<file path="src/rtl/pam4_tx_serializer.sv">
// PAM4 transmit serializer: frames parallel words into 2-bit symbols, one per sym_clk period.
// Each frame is an optional 3,0,3,0... preamble followed by the word's bit pairs, MSB pair first.
module pam4_tx_serializer #(
  parameter int unsigned DATA_W  = 16,
  parameter int unsigned PRE_LEN = 4,
  parameter int unsigned GRAY    = 0
) (
  input  logic              clk,
  input  logic              rst,
  input  logic              sym_clk,
  input  logic [DATA_W-1:0] s_data,
  input  logic              s_valid,
  output logic              s_ready,
  output logic [1:0]        sym_out,
  output logic              sym_valid,
  output logic              frame_start,
  output logic              busy
);

  localparam int unsigned NumSym = DATA_W / 2;
  localparam int unsigned CntMax = ((PRE_LEN > NumSym) ? PRE_LEN : NumSym) + 1;
  localparam int unsigned CntW   = $clog2(CntMax + 1);

  localparam logic [CntW-1:0] PreLast  = CntW'(PRE_LEN);
  localparam logic [CntW-1:0] DataLast = CntW'(NumSym - 1);
  localparam logic [CntW-1:0] CntOne   = CntW'(1);

  typedef enum logic [1:0] {StIdle, StArmed, StPre, StData} state_e;

  state_e            state_q, state_d;
  logic [CntW-1:0]   cnt_q, cnt_d;
  logic [DATA_W-1:0] shift_q, shift_d;
  logic              sym_clk_q;
  logic [1:0]        sym_out_q, sym_out_d;
  logic              sym_valid_q, sym_valid_d;
  logic              frame_start_q, frame_start_d;

  logic              tick;
  logic [1:0]        data_sym;
  logic [DATA_W-1:0] shift_nxt;
  state_e            after_first_data;

  function automatic logic [1:0] code_pair(input logic [1:0] pair);
    if (GRAY != 0) begin
      return {pair[1], pair[1] ^ pair[0]};
    end
    return pair;
  endfunction

  always_comb begin
    tick             = sym_clk & ~sym_clk_q;
    data_sym         = code_pair(shift_q[DATA_W-1 -: 2]);
    shift_nxt        = shift_q << 2;
    // A one-symbol word is finished as soon as its only symbol is launched.
    after_first_data = (NumSym == 1) ? StIdle : StData;

    state_d       = state_q;
    cnt_d         = cnt_q;
    shift_d       = shift_q;
    sym_out_d     = sym_out_q;
    sym_valid_d   = sym_valid_q;
    frame_start_d = 1'b0;

    unique case (state_q)
      StIdle: begin
        if (tick) begin
          sym_out_d   = 2'd0;
          sym_valid_d = 1'b0;
        end
        if (s_valid) begin
          shift_d = s_data;
          state_d = StArmed;
        end
      end

      StArmed: begin
        if (tick) begin
          if (sym_valid_q) begin
            // Previous frame's last symbol is still showing: insert one idle period first.
            sym_out_d   = 2'd0;
            sym_valid_d = 1'b0;
          end else begin
            frame_start_d = 1'b1;
            sym_valid_d   = 1'b1;
            cnt_d         = CntOne;
            if (PRE_LEN > 0) begin
              sym_out_d = 2'd3;
              state_d   = StPre;
            end else begin
              sym_out_d = data_sym;
              shift_d   = shift_nxt;
              state_d   = after_first_data;
            end
          end
        end
      end

      StPre: begin
        if (tick) begin
          if (cnt_q == PreLast) begin
            sym_out_d = data_sym;
            shift_d   = shift_nxt;
            cnt_d     = CntOne;
            state_d   = after_first_data;
          end else begin
            sym_out_d = cnt_q[0] ? 2'd0 : 2'd3;
            cnt_d     = cnt_q + CntOne;
          end
        end
      end

      StData: begin
        if (tick) begin
          sym_out_d = data_sym;
          shift_d   = shift_nxt;
          if (cnt_q == DataLast) begin
            state_d = StIdle;
          end else begin
            cnt_d = cnt_q + CntOne;
          end
        end
      end

      default: state_d = StIdle;
    endcase
  end

  always_ff @(posedge clk) begin
    if (rst) begin
      state_q       <= StIdle;
      cnt_q         <= '0;
      shift_q       <= '0;
      sym_clk_q     <= 1'b1;
      sym_out_q     <= 2'd0;
      sym_valid_q   <= 1'b0;
      frame_start_q <= 1'b0;
    end else begin
      state_q       <= state_d;
      cnt_q         <= cnt_d;
      shift_q       <= shift_d;
      sym_clk_q     <= sym_clk;
      sym_out_q     <= sym_out_d;
      sym_valid_q   <= sym_valid_d;
      frame_start_q <= frame_start_d;
    end
  end

  assign s_ready     = (state_q == StIdle);
  assign busy        = (state_q != StIdle);
  assign sym_out     = sym_out_q;
  assign sym_valid   = sym_valid_q;
  assign frame_start = frame_start_q;

endmodule

</file>
<file path="config.mk">
export PLATFORM = sky130hd
export DESIGN_NAME = pam4_tx_serializer
export DESIGN_NICKNAME = d
export VERILOG_FILES = /design/src/rtl/pam4_tx_serializer.sv
export SDC_FILE = /design/constraint.sdc
export NUM_CORES = 1
export LEC_CHECK = 0
export CAP_MARGIN = 20
export CORE_ASPECT_RATIO = 0.6
export CORE_MARGIN = 5
export CORE_UTILIZATION = 56
export DETAILED_ROUTE_END_ITERATION = 10
export HOLD_SLACK_MARGIN = 0.1
export PLACE_DENSITY = 0.86
export REMOVE_ABC_BUFFERS = 1
export SYNTH_ARGS = -nofsm -noshare
export SYNTH_HDL_FRONTEND = slang
export SYNTH_SLANG_ARGS = --single-unit
</file>
<file path="constraint.sdc">
create_clock -name clk -period 4.1 [get_ports clk]
set_input_delay 0.41 -clock clk [delete_from_list [all_inputs] [get_ports clk]]
set_output_delay 0.41 -clock clk [all_outputs]
set_load 0.01 [all_outputs]
</file>
==> results.cfg <==
[routing]
via_count = 1328
final_antenna_net_count = 0
route.met3.wl_um = 186
vias_per_cell = 6.294
firstDrtPassIters = 4
wl_met2_um = 1528
drc = 0
wl_met1_um = 1624
routed_wl_um = 3364
drtIter0Drc = 89
post_drt_wl_per_cell_um = 15.94
routed.top_layer = met4

[die]
start_util = 0.6067
die-area_um2 = 4003
dieHeight_um = 51.05
fp.coreArea_um2 = 2592
rows = 14
die_x_um = 78.42
pin_count = 26

[power_and_ir_drop]
p_sw_mw = 0.6066
power_mw = 1.383
clock_power_share = 0.112
leakagePower_nw = 0.7511
combPwrFrac = 0.606
seqPwrFrac = 0.282
power.density_nw_per_um2 = 742.4
intPower_mw = 0.7765
ir_drop_v = 0.0005063
switching_share = 0.4386

[timing]
drv_slew = 0
setup_viol = 0
period_share = 0.6771
fin_ws_ns = 1.324
max_slew.worst_pin.slew_ns = 1.042
finalSetupTns_ns = 0
max-slew-margin-rel = 0.3045
fmax_mhz = 360.2
rsz0062_at_grt = no
finClkSkew_ns = 0.006880
hold_viol = 0
period_needed_ns = 2.776

[placed_design]
place_hpwl_um = 2367
gp_congestion = 0.8675
io_buffer_count = 25
dp_slack_ns = 1.327

[critical_path]
start_kind = flip-flop
crit_path_max_fanout = 22
slowest_delay_ns = 0.83
endpoint_kind = flip-flop
cp.required_ns = 4.30
path_buf_inv = 2
crit_arrival_ns = 2.97
cp_top_family = compound AO/OA/AOI/OAI gates
crit_chain = inv_1 -> ha_1 -> or2_4 -> a221oi_4 -> buf_4 -> a21oi_1 -> a311oi_2
crit_slowest_cell = a221oi_4
crit_type = reg -> reg

[yosys]
synth_fa_ha_area_frac = 0.05569
ys_warn_count = 0
synth_xor_area_frac = 0
async_flop_share = 0
synth.area.top_cells = dfxtp_1 34%, a311oi_2 11%, mux2i_1 8.9%, a21oi_1 6.7%, ha_1 5.6%
yosysTopAreaCell = dfxtp_1
netlist_area_um2 = 1573
synth_top_area_frac = 0.3437
synthMuxAreaShare = 0.08910
synthCells = 159
ys_seq_area_frac = 0.3437
synth_compound_area_frac = 0.3198
synthSimpleGateAreaFrac = 0.1146
synth-edff-count = 0
synth-seq-cells = 27
ys_types = 37
synth_top_family_by_area = compound AO/OA/AOI/OAI gates
avgSynthCellArea_um2 = 9.892
synth-main-ff-cell = dfxtp_1

[global_routing]
grt_pass1_wl_um = 5761
antenna_found_initial = 0
track_usage = 0.1778
grt_max_degree = 34
grt_pass1_vias = 1248
grt_overflow_total = 0

[clock_tree]
cts-hold-fix-buffers = 0
cts_buffer_depth = 2
clkTransAtPathRegs_ns = 0.10
cts_buffers = 3
clk_latency_ns = 0.28
cts_sinks = 27
cts_resized = 0
cts_tree = built
cts_setup_buffers = 0
clock-root-buffer = clkbuf_8
h-tree-depth = 1

[final_layout]
layout-drive-gt1-share = 0.1341
final_common_cell = dfxtp_1
antenna_cells = 0
final_cell_mix = 27 x dfxtp_1, 25 x clkdlybuf4s50_1, 21 x a21oi_1, 14 x mux2i_1, 11 x a311oi_2
final_core_util = 0.7186
syn_to_final_growth_pct = 18.46
fin_nets = 207

[job]
max_cap_violations = 0

[status]
status = finished, final reports clean

[min_path]
hp-class = reg -> reg
-- per-layer routing --
metal / vias to the layer above / track usage
met5: - / 0
met4: 0 / 0.06105
met3: 4 / 0.04386
met2: 39 / 0.2685
met1: 632 / 0.2489
li1: 653 / -
-- cells by family after synthesis --
| group | count (synthesis) |
|---|---|
| AOI/OAI and AO/OA | 61 |
| adders and majority gates | 7 |
| and+or+nand+nor | 30 |
| muxes | 14 |
| buffers and inverters | 20 |
| DFF | 27 |
-- through the flow --
| stage | std cells | hold WS [ns] | instance area, um^2 |
|---|---|---|---|
| 2_1_floorplan | 147 | 0.4429 | 1481 |
| 3_3_place_gp | 206 | 0.4378 | 1787 |
| 3_5_place_dp | 206 | 0.4392 | 1787 |
| 4_1_cts | 210 | 0.4631 | 1836 |
| 5_1_grt | 211 | 0.4791 | 1863 |
| 6_report | 211 | 0.4602 | 1863 |
-- layout make-up --
cell class | instances | area, um^2
timing repair buffer | 28 | 292.8
inverter | 8 | 30.03
multi-input combinational | 112 | 910.9
fill | 187 | 729.5
clock buffer | 3 | 41.29
tap | 32 | 40.04
sequential | 27 | 540.5
clock inverter | 1 | 7.507
-- power groups by stage --
stage | combinational (mW) | clock, mW | sequential, mW
floorplan | 0.608 | 0 | 0.383
global placement | 0.770 | 0 | 0.390
detailed placement | 0.797 | 0 | 0.392
CTS | 0.804 | 0.161 | 0.388
global route | 0.923 | 0.174 | 0.398
finish | 0.839 | 0.155 | 0.390
-- registers in the layout (all words and copies together), names as in the netlist --
| name | flops |
|---|---|
| cnt_q | 4 |
| frame_start | 1 |
| shift_q | 16 |
| state_q | 2 |
| sym_clk_q | 1 |
| sym_out | 2 |
| sym_valid | 1 |
-- cell usage after synthesis, types with 2 or more instances --
cell type	instances
o21ai_0	9
a311oi_2	11
a221o_1	2
nor2_1	5
nand3_1	2
nand2b_1	3
a21o_1	4
nand4_1	5
inv_1	8
nor3_1	3
clkbuf_1	3
dfxtp_1	27
a211oi_1	2
nor4_1	2
buf_4	2
a311oi_1	5
mux2i_1	14
ha_1	7
nor2b_1	3
buf_6	5
a21oi_1	21
-- path summary, 6_finish.rpt --
check	startpoint	to	slack [ns]	cells past startpoint
worst max-delay path	state_q[0]$_SDFFE_PP0P_	shift_q[6]$_SDFFE_PP0P_	1.32	7
worst min-delay path	sym_out[0]$_SDFFE_PP0P_	sym_out[0]$_SDFFE_PP0P_	0.46	1
worst max register to register	state_q[0]$_SDFFE_PP0P_	shift_q[6]$_SDFFE_PP0P_	1.32	7
worst min register to register	sym_out[0]$_SDFFE_PP0P_	sym_out[0]$_SDFFE_PP0P_	0.46	1
-- worst register-to-register path, cell delays in order (launching register included) --
cell      delay [ns]
dfxtp_1         0.42
inv_1           0.11
ha_1            0.33
or2_4           0.31
a221oi_4        0.83
buf_4           0.36
a21oi_1         0.11
a311oi_2        0.23
Note: power is estimated with default switching activity, not from simulation.
==> RTL change: new RTL, same settings <==
Re-encode `state_e` (4 states) as one-hot, 4 bits wide.
--- a/src/rtl/pam4_tx_serializer.sv
+++ b/src/rtl/pam4_tx_serializer.sv
@@ -25,7 +25,7 @@
   localparam logic [CntW-1:0] DataLast = CntW'(NumSym - 1);
   localparam logic [CntW-1:0] CntOne   = CntW'(1);
 
-  typedef enum logic [1:0] {StIdle, StArmed, StPre, StData} state_e;
+  typedef enum logic [3:0] {StIdle = 4'b0001, StArmed = 4'b0010, StPre = 4'b0100, StData = 4'b1000} state_e;
 
   state_e            state_q, state_d;
   logic [CntW-1:0]   cnt_q, cnt_d;
Formal check against the unedited RTL: same outputs for any inputs over 10 cycles, from zero or initial values and one cycle with rst high; not proved beyond that.
==> RTL change against the unedited design <==
- clock power up 45%
- worst setup slack better by 0.087 ns
- sequential cell count rose by 2
- power decreased by 14%
- synthesized cell count is 18% higher
- highest routed layer unchanged
- synthesized area increased by 8.2%
- via count increased by 25%
- wire length increased by 33%
- cell area up 8.5%
- sequential power rose by 5.6%
- critical endpoint is now s_ready
- register-to-register slack better by 0.24 ns
- maximum frequency rose by 3.2%
==> RTL change: results (changes against the unedited design) <==
- Worst Tran Pin Value: 0.774 ns (was 1.04 ns)
- Worst Min Path Start: shift_q[2]$_SDFFE_PP0P_ (was sym_out[0]$_SDFFE_PP0P_)
- Register area share after synthesis: 34.1% (was 34.4%)
- Drt first pass iters: 5 (was 4)
- Hold Crit Depth: 2 (was 1)
- M2 GR Usage: 34.7% (was 26.8%)
- Pre-CTS setup slack: 1.56 ns (was 1.33 ns)
- Non-Filler Instances: 249 (was 211)
- Total GRT Usage: 22.9% (was 17.8%)
- RR Endpoint: shift_q[11]$_SDFFE_PP0P_ (was shift_q[6]$_SDFFE_PP0P_)
- Distinct cell type count of the synthesized netlist: 51 (was 37)
- Min Hold Slack: 0.496 ns (was 0.460 ns)
- CP Max Fanout: 11 (was 22)
- Worst Hold Endpoint: shift_q[4]$_SDFFE_PP0P_ (was sym_out[0]$_SDFFE_PP0P_)
- Via count: 1661 (was 1328)
- FF-to-FF path depth: 5 (was 7)
- CP Data Arrival Time: 2.28 ns (was 2.97 ns)
- Pin count of the biggest net entering global routing: 29 (was 34)
- Status: finished clean (unchanged)
- Worst IR Drop VDD: 0.358 mV (was 0.506 mV)
- Post-synth top area share: 34.1% (was 34.4%)
- Syn Inst Count: 188 (was 159)
- Filler cells: 226 (was 187)
- Ranking of synthesized cells by area: dfxtp_1 34%, a311oi_2 8.8%, a31oi_1 5.9% (was dfxtp_1 34%, a311oi_2 11%, mux2i_1 8.9%)
- Initial DRC count: 168 (was 89)
- Slowest CP cell: or4b_1 (was a221oi_4)
- Layout cells sized above 1: 14.0% (was 13.4%)
- Critical path endpoint: s_ready (was shift_q[6]$_SDFFE_PP0P_)
- Clk slew on worst S/H paths: 0.06 ns (was 0.10 ns)
- Leak pwr: 0.688 nW (was 0.751 nW)
- Cells after DPL: 240 (was 206)
- Drt wl/cell: 18.0 um (was 15.9 um)
- Post-synth top cells: 29 x dfxtp_1, 18 x nand3_1, 17 x nand2_1 (was 27 x dfxtp_1, 21 x a21oi_1, 14 x mux2i_1)
- Final #Nets: 228 (was 207)
- Routed length on met3: 486 um (was 186 um)
- Worst Slack Setup Final: 1.41 ns (was 1.32 ns)
- Area post-placement: 1910 um^2 (was 1790 um^2)
- CTS Buf Count: 5 (was 3)
- GR Util met3: 7.56% (was 4.39%)
- RePlAce Congestion: 0.823 (was 0.868)
- Grt met1 use: 29.8% (was 24.9%)
- CP startpoint: state_q[3]$_SDFFE_PP0P_ (was state_q[0]$_SDFFE_PP0P_)
- Metal2 WL: 1960 um (was 1530 um)
[RTL change: logic make-up after synthesis]
logic type | share of synthesized area (%)
xor gates and xnor gates | 1.03
muxes | 1.76
AOI/OAI and AO/OA | 32.8
DFF | 34.1
and+or+nand+nor | 20.8
adders and majority gates | 1.47
buffers and inverters | 8.01
[RTL change: report_power, final]
part	internal (mW)	switching, mW
Clock	0.120	0.103
Sequential	0.352	0.0595
Combinational	0.220	0.334
Total	0.693	0.496
[RTL change: layout make-up]
type	instances	area, um^2	share of cell area [%]
clock buffers	8	80.1	3.96
repair buffers	28	293	14.5
flip-flops and latches	29	581	28.7
well taps	42	52.6	2.60
multi-input cells	134	985	48.7
inverters	8	30.0	1.49
[RTL change: worst max-delay path: cells and delay by family (launching register included)]
family	cells	cell delay [ns]
and+or+nand+nor	1	0.79
DFF	1	0.42
buffers and inverters	2	0.79
